<file path="config.mk">
export PLATFORM = sky130hd
export DESIGN_NAME = port_rr_drain
export DESIGN_NICKNAME = d
export VERILOG_FILES = /design/src/rtl/port_rr_drain.sv
export SDC_FILE = /design/constraint.sdc
export NUM_CORES = 1
export LEC_CHECK = 0
export ABC_AREA = 1
export ABC_CLOCK_PERIOD_IN_PS = 3800
export BUFFER_PORTS_ARGS = -buffer_cell sky130_fd_sc_hd__buf_2
export CORE_ASPECT_RATIO = 0.7
export CORE_MARGIN = 5
export CORE_UTILIZATION = 50
export CTS_CLUSTER_DIAMETER = 100
export DETAILED_ROUTE_END_ITERATION = 10
export PLACE_DENSITY_LB_ADDON = 0.1
export SLEW_MARGIN = 20
export SYNTH_ARGS = -nofsm -noshare
export SYNTH_HDL_FRONTEND = slang
export SYNTH_SLANG_ARGS = --single-unit
export TNS_END_PERCENT = 50
</file>
<file path="constraint.sdc">
create_clock -name clk -period 3.8 [get_ports clk]
set_input_delay 0.19 -clock clk [delete_from_list [all_inputs] [get_ports clk]]
set_output_delay 0.19 -clock clk [all_outputs]
set_load 0.02 [all_outputs]
</file>
<file path="src/rtl/port_rr_drain.sv">
// ---------------------------------------------------------------------------
// port_rr_drain
//   Drains a bank of NUM_PORTS port FIFOs into a single valid/ready stream.
//   The ports are served round-robin, and a grant lasts for at most BURST_LEN
//   reads. Each word carries the id of the port it came from. A 2-entry skid
//   buffer lets the block keep reading at 1 word/cycle while out_ready is high.
//
// Ports
//   clk        system clock, rising edge
//   rst_n      asynchronous active-low reset
//   port_rdy   [NUM_PORTS]          port i FIFO holds at least one word
//   port_rd    [NUM_PORTS]          one-hot read strobe to port i
//   port_out   [NUM_PORTS*W_WIDTH]  port i data at [i*W_WIDTH +: W_WIDTH],
//                                   valid the cycle after its strobe
//   out_data   [W_WIDTH]            head word of the output buffer
//   out_id     [ID_W]               source port of out_data
//   out_valid                       output buffer non-empty
//   out_ready                       downstream accepts when out_valid && out_ready
//
// FSM states
//   state    | meaning
//   ---------+---------------------------------------------------------------
//   S_IDLE   | arbitration bubble: pick the first ready port from r_rr_ptr up
//   S_BURST  | read the granted port while it is ready, the burst is not used
//            | up and the skid buffer has room
// ---------------------------------------------------------------------------
module port_rr_drain #(
   parameter int NUM_PORTS = 4,
   parameter int W_WIDTH   = 8,
   parameter int BURST_LEN = 4,
   parameter int ID_W      = $clog2(NUM_PORTS)
) (
   input  logic                          clk,
   input  logic                          rst_n,
   input  logic [NUM_PORTS-1:0]          port_rdy,
   output logic [NUM_PORTS-1:0]          port_rd,
   input  logic [NUM_PORTS*W_WIDTH-1:0]  port_out,
   output logic [W_WIDTH-1:0]            out_data,
   output logic [ID_W-1:0]               out_id,
   output logic                          out_valid,
   input  logic                          out_ready
);

   localparam int BC_W = $clog2(BURST_LEN + 1);
   localparam logic [BC_W-1:0] BURST_MAX  = BC_W'(BURST_LEN);
   localparam logic [BC_W-1:0] BURST_LAST = BC_W'(BURST_LEN - 1);
   localparam logic [ID_W:0]   PORTS_EXT  = (ID_W + 1)'(NUM_PORTS);
   localparam logic [ID_W-1:0] PORT_LAST  = ID_W'(NUM_PORTS - 1);

   typedef enum logic {
      S_IDLE  = 1'b0,
      S_BURST = 1'b1
   } state_t;

   state_t              r_state;
   state_t              w_state_nxt;
   logic [ID_W-1:0]     r_rr_ptr;
   logic [ID_W-1:0]     w_rr_ptr_nxt;
   logic [ID_W-1:0]     r_grant;
   logic [ID_W-1:0]     w_grant_nxt;
   logic [BC_W-1:0]     r_burst_cnt;
   logic [BC_W-1:0]     w_burst_cnt_nxt;

   // word strobed last cycle, captured from its port this cycle
   logic                r_inflight;
   logic [ID_W-1:0]     r_inflight_id;

   // skid buffer, slot 0 is the head
   logic [W_WIDTH-1:0]  r_buf_data [2];
   logic [ID_W-1:0]     r_buf_id   [2];
   logic [1:0]          r_cnt;

   logic [2*NUM_PORTS-1:0] w_rdy_rot2;
   logic [NUM_PORTS-1:0]   w_rdy_rot;
   logic [ID_W-1:0]        w_off;
   logic [ID_W:0]          w_sum;
   logic [ID_W-1:0]        w_pick;
   logic                   w_any_rdy;
   logic [ID_W-1:0]        w_ptr_after;

   logic                w_pop;
   logic                w_push;
   logic                w_issue;
   logic                w_space;
   logic                w_grant_rdy;
   logic [1:0]          w_occ;
   logic [1:0]          w_wr_pos;
   logic [W_WIDTH-1:0]  w_cap_data;

   // ------------------------------------------------------------------
   // Round-robin pick: rotate the ready vector so r_rr_ptr sits at bit 0,
   // find the lowest set bit, then rotate the offset back.
   // ------------------------------------------------------------------
   assign w_any_rdy  = |port_rdy;
   assign w_rdy_rot2 = {port_rdy, port_rdy} >> r_rr_ptr;
   assign w_rdy_rot  = w_rdy_rot2[NUM_PORTS-1:0];

   always_comb begin
      w_off = '0;
      for (int k = NUM_PORTS - 1; k >= 0; k--) begin
         if (w_rdy_rot[k]) begin
            w_off = ID_W'(k);
         end
      end
   end

   assign w_sum  = {1'b0, r_rr_ptr} + {1'b0, w_off};
   assign w_pick = (w_sum >= PORTS_EXT) ? ID_W'(w_sum - PORTS_EXT) : ID_W'(w_sum);

   assign w_ptr_after = (r_grant == PORT_LAST) ? '0 : r_grant + 1'b1;

   // ------------------------------------------------------------------
   // Space check: a read is allowed when the word can land in the buffer
   // the cycle after next, counting the word already in flight. A full
   // pipeline may still read if the head leaves this cycle.
   // ------------------------------------------------------------------
   assign w_pop       = (r_cnt != 2'd0) && out_ready;
   assign w_push      = r_inflight;
   assign w_occ       = r_cnt + {1'b0, r_inflight};
   assign w_space     = (w_occ < 2'd2) || ((w_occ == 2'd2) && w_pop);
   assign w_grant_rdy = port_rdy[r_grant];

   // ------------------------------------------------------------------
   // FSM
   // ------------------------------------------------------------------
   always_ff @(posedge clk or negedge rst_n) begin
      if (!rst_n) begin
         r_state     <= S_IDLE;
         r_rr_ptr    <= '0;
         r_grant     <= '0;
         r_burst_cnt <= '0;
      end else begin
         r_state     <= w_state_nxt;
         r_rr_ptr    <= w_rr_ptr_nxt;
         r_grant     <= w_grant_nxt;
         r_burst_cnt <= w_burst_cnt_nxt;
      end
   end

   always_comb begin
      w_state_nxt     = r_state;
      w_rr_ptr_nxt    = r_rr_ptr;
      w_grant_nxt     = r_grant;
      w_burst_cnt_nxt = r_burst_cnt;
      w_issue         = 1'b0;
      case (r_state)
         S_IDLE: begin
            if (w_any_rdy) begin
               w_grant_nxt     = w_pick;
               w_burst_cnt_nxt = '0;
               w_state_nxt     = S_BURST;
            end
         end
         S_BURST: begin
            if (!w_grant_rdy) begin
               w_state_nxt  = S_IDLE;
               w_rr_ptr_nxt = w_ptr_after;
            end else if ((r_burst_cnt < BURST_MAX) && w_space) begin
               w_issue         = 1'b1;
               w_burst_cnt_nxt = r_burst_cnt + 1'b1;
               if (r_burst_cnt == BURST_LAST) begin
                  w_state_nxt  = S_IDLE;
                  w_rr_ptr_nxt = w_ptr_after;
               end
            end
            // no space: hold the grant without reading
         end
         default: begin
            w_state_nxt = S_IDLE;
         end
      endcase
   end

   always_comb begin
      port_rd = '0;
      if (w_issue) begin
         port_rd[r_grant] = 1'b1;
      end
   end

   // ------------------------------------------------------------------
   // Capture of the strobed word
   // ------------------------------------------------------------------
   always_ff @(posedge clk or negedge rst_n) begin
      if (!rst_n) begin
         r_inflight    <= 1'b0;
         r_inflight_id <= '0;
      end else begin
         r_inflight    <= w_issue;
         r_inflight_id <= r_grant;
      end
   end

   always_comb begin
      w_cap_data = '0;
      for (int i = 0; i < NUM_PORTS; i++) begin
         if (r_inflight_id == ID_W'(i)) begin
            w_cap_data = port_out[i*W_WIDTH +: W_WIDTH];
         end
      end
   end

   // ------------------------------------------------------------------
   // Skid buffer. On a pop, slot 1 shifts into slot 0. A push writes the
   // slot just past the entries that remain after the pop. When both land
   // on slot 0, the push is written last and wins.
   // ------------------------------------------------------------------
   assign w_wr_pos = r_cnt - {1'b0, w_pop};

   always_ff @(posedge clk or negedge rst_n) begin
      if (!rst_n) begin
         r_buf_data[0] <= '0;
         r_buf_data[1] <= '0;
         r_buf_id[0]   <= '0;
         r_buf_id[1]   <= '0;
         r_cnt         <= 2'd0;
      end else begin
         if (w_pop) begin
            r_buf_data[0] <= r_buf_data[1];
            r_buf_id[0]   <= r_buf_id[1];
         end
         if (w_push) begin
            if (w_wr_pos[0]) begin
               r_buf_data[1] <= w_cap_data;
               r_buf_id[1]   <= r_inflight_id;
            end else begin
               r_buf_data[0] <= w_cap_data;
               r_buf_id[0]   <= r_inflight_id;
            end
         end
         r_cnt <= r_cnt - {1'b0, w_pop} + {1'b0, w_push};
      end
   end

   assign out_valid = (r_cnt != 2'd0);
   assign out_data  = r_buf_data[0];
   assign out_id    = r_buf_id[0];

endmodule

</file>
==> results.txt <==
- Result of the run: finished, final reports clean
- Sorting the synthesized cells by how often they occur yields nand2_1, dfrtp_1, inv_1.
- The first detailed-routing pass ran for 4 iterations.
* Internal power: 1.035 mW
- Synthesized cell area: 2001 sq um
- Count of endpoints failing hold in the final timing report: 0
- Drt total wl: 4.349 mm
* Slew Viols, Final: 0
- Entering global routing, the biggest net connects 34 pins.
- Clock share of power: 0.147
- dfrtp_1 takes more of the synthesized area than any other cell.
* P&R area growth vs syn: 17.45%
- Min-delay worst type: input port to flip-flop
- Fraction of final layout cells sized beyond drive strength 1: 0.2118
- Fraction of power consumed by combinational cells: 0.520
- Total global routing track utilization: 0.1691
- Dominant cell by count in the synthesized netlist: nand2_1
- For the pin with the worst max-slew slack, the measured transition is 0.7349 ns.
- Summed over all nets, the half-perimeter wirelength after detailed placement is 3.346 mm.
- Number of antenna violations at the first check in global routing: 0
- Number of gates resized after CTS: 0
- Die area: 5387 sq um
* Unrepaired setup endpoints after global routing: false
- Via count of the first global-routing pass: 1674
- Clock tree root driver cell: clkbuf_8
- The share of the Yosys chip area taken by registers is 0.4128.
- Number of filler instances in the final layout: 372
* Power consumption: 1.926 mW
- Static leakage: 1.316 nW
* Cell variety after synth: 24
* Worst max-slew margin expressed relative to the limit: 0.5101
- The total overflow left after global routing is 0.
- Cells taking the most area after synthesis: dfrtp_1, nand2_1, ha_1, inv_1, a21oi_1
- Finished Layout Cells: 373
* Total via count after detailed routing: 1762
- TritonCTS built the clock tree.
- Number of rows in the core area: 19
- Hold timing on the final database bottoms out at a slack of 0.2253 ns.
- Counting flops with an async set or reset pin after synthesis yields a share of 1.000.
- Along the worst path, the maximum fanout reaches 19.
- The number of antenna diodes in the final layout is 0.
* Final worst clock skew: 0.005700 ns
* Element type at the critical path start: flip-flop
- Area of the core: 3899 sq um
- The die is 85.61 microns wide.
- The share of total power dissipated in sequential elements is 0.333.
- Count of max-cap constraint violations: 0
- In this run, synthesis inferred 0 flip-flops with an integrated enable.
- Routability-driven placement finished with a final weighted congestion of 0.8019.
- STA classifies the critical path endpoint as a flip-flop.
* Number of primary I/O pins: 54
- Worst path required time: 3.95 ns
* Area fraction of the dominant cell type after synthesis: 0.4128
- The H-tree was split into 2 levels.
* Maximum clock rate: 452.6 MHz
- Power spread over the standard cell area amounts to 819.6 nW/um^2.
- Final Net Count: 369
- The die is 62.93 microns tall.
* Share of the clock period used by the worst path: 0.5815
- Post-detailed-route via-to-cell ratio: 4.724
- Clk slew on worst S/H paths: 0.07 ns
- DRC violation total after the first TritonRoute iteration: 48
- The tree built by TritonCTS fans out to 33 sinks.
- Synthesis produced a netlist with a net count of 322.
- The longest clock path from root to sink contains 2 buffers.
* Sw Share: 0.4623
- For the worst setup path, the data arrival time is 2.36 ns.
- Averaged over all synthesized cells, the footprint is 7.328 sq um.
- VDD IR-drop max: 0.4712 mV
* CTS Buf Count: 5
- Initial Utilization: 0.5132
- The clock period could shrink to 2.210 ns.
- Net switching power of the design: 890.4 uW
- For this run, the number of Yosys warnings is 0.
- Post-CTS setup buffer count: 0
- After synthesis the netlist holds a flip-flop and latch count of 33.
* Leading register cell type out of synthesis: dfrtp_1
* Post-route DRC violation count: 0
* Final setup violation count: 0
- First-pass GRT wire length: 7.376 mm
- I/O Buffers: 53
- After technology mapping, the gate count stands at 273.
- Once placement completed, the tool counted placed cells totaling 364.
- The later pin in the worst-skew pair is clocked with a latency of 0.28 ns.
* Final TNS setup: 0 ns
- The critical path is of the flip-flop to flip-flop type.
- After detailed routing, the average wire length per cell comes to 11.66 microns.
- The count of nets left with antenna violations once routing finished came out at 0.
## worst max-delay path: stages, from the launching register on
cell and delay [ns]:
dfrtp_1 0.42, inv_2 0.07, nand2_2 0.06, nand2_4 0.18, inv_1 0.12, ha_1 0.30, inv_1 0.06, ha_1 0.42
inv_1 0.23, xor2_1 0.21
## power groups by stage
stage | sequential [mW] | clock (mW) | combinational (mW)
5_1_grt | 0.666 | 0.311 | 1.16
3_3_place_gp | 0.642 | 0 | 0.996
3_5_place_dp | 0.648 | 0 | 1.01
4_1_cts | 0.641 | 0.293 | 1.02
6_report | 0.640 | 0.284 | 1.00
2_1_floorplan | 0.607 | 0 | 0.846
## cell families (layout without fill, tap and decap cells)
| kind of cell | after synthesis | after routing | share of synthesized area |
|---|---|---|---|
| and+or+nand+nor | 136 | 136 | 0.2864 |
| buffers and inverters | 49 | 97 | 0.1126 |
| xor gates and xnor gates | 4 | 4 | 0.01751 |
| DFF | 33 | 33 | 0.4128 |
| adders and majority gates | 10 | 10 | 0.06254 |
| AOI/OAI and AO/OA | 41 | 41 | 0.1082 |
## repair_timing
action / 4_1_cts / 5_1_grt
hold endpoints to repair: 31 / 0
hold buffers: 1 / 0
endpoints found under the setup margin: 0 / 0
## placed cells by master (no fill, tap or decap), types with 3 or more instances in the layout
cell type  Yosys  layout
nand2_1       85      85
buf_2          2      53
inv_1         33      33
dfrtp_1       33      33
nor2_1        25      25
a21oi_1       22      22
nand3_1       18      18
o21ai_0       14      14
ha_1          10      10
clkbuf_8       0       7
nand4_1        3       3
xor2_1         3       3
## worst paths after layout
kind | start | to | slack, ns | cells past startpoint
worst max-delay path | r_cnt[1] | r_cnt[1] | 1.59 | 9
worst min-delay path | port_out[29] | out_data[5] | 0.23 | 3
worst max register to register | r_cnt[1] | r_cnt[1] | 1.59 | 9
worst min register to register | r_buf_id[1] | r_buf_id[1] | 0.50 | 2
max in group asynchronous | rst_n | r_buf_data[6] | 2.82 | 2
min in group asynchronous | rst_n | r_grant[0] | 0.51 | 2
## per-stage QoR
| step | utilization | instance area, sq um | setup WS (ns) |
|---|---|---|---|
| 2_1_floorplan | - | 2001 | 2.017 |
| 3_3_place_gp | 0.5741 | 2238 | 1.694 |
| 3_5_place_dp | 0.5741 | 2238 | 1.608 |
| 4_1_cts | 0.6027 | 2350 | 1.589 |
| 5_1_grt | 0.6027 | 2350 | 1.400 |
| 6_report | 0.6027 | 2350 | 1.590 |
## flip-flops by register name, summed over array words and instances, names as in the netlist, 2 cells and up
| name | cells |
|---|---|
| out_data | 8 |
| out_id | 2 |
| r_buf_data | 8 |
| r_buf_id | 2 |
| r_burst_cnt | 3 |
| r_cnt | 2 |
| r_grant | 2 |
| r_inflight_id | 2 |
| r_rr_ptr | 2 |
## area by class of cell
cell class / count / area (sq um) / share of cell area
clock buffers: 7 / 96.34 / 0.04100
clock inverters: 1 / 5.005 / 0.002130
inverters: 35 / 132.6 / 0.05644
multi-input cells: 191 / 949.7 / 0.4042
flip-flops and latches: 33 / 825.8 / 0.3514
well taps: 52 / 65.06 / 0.02769
repair buffers: 54 / 275.3 / 0.1171
## per-layer routing
metal | GRT usage | share of wire | vias up
met4 | 0.03557 | 0.0055 | 0
met1 | 0.2274 | 0.50 | 767
met5 | 0 | 0 | -
met3 | 0.04480 | 0.061 | 4
met2 | 0.2733 | 0.43 | 41
li1 | - | - | 950
(Power assumes the default switching activity.)
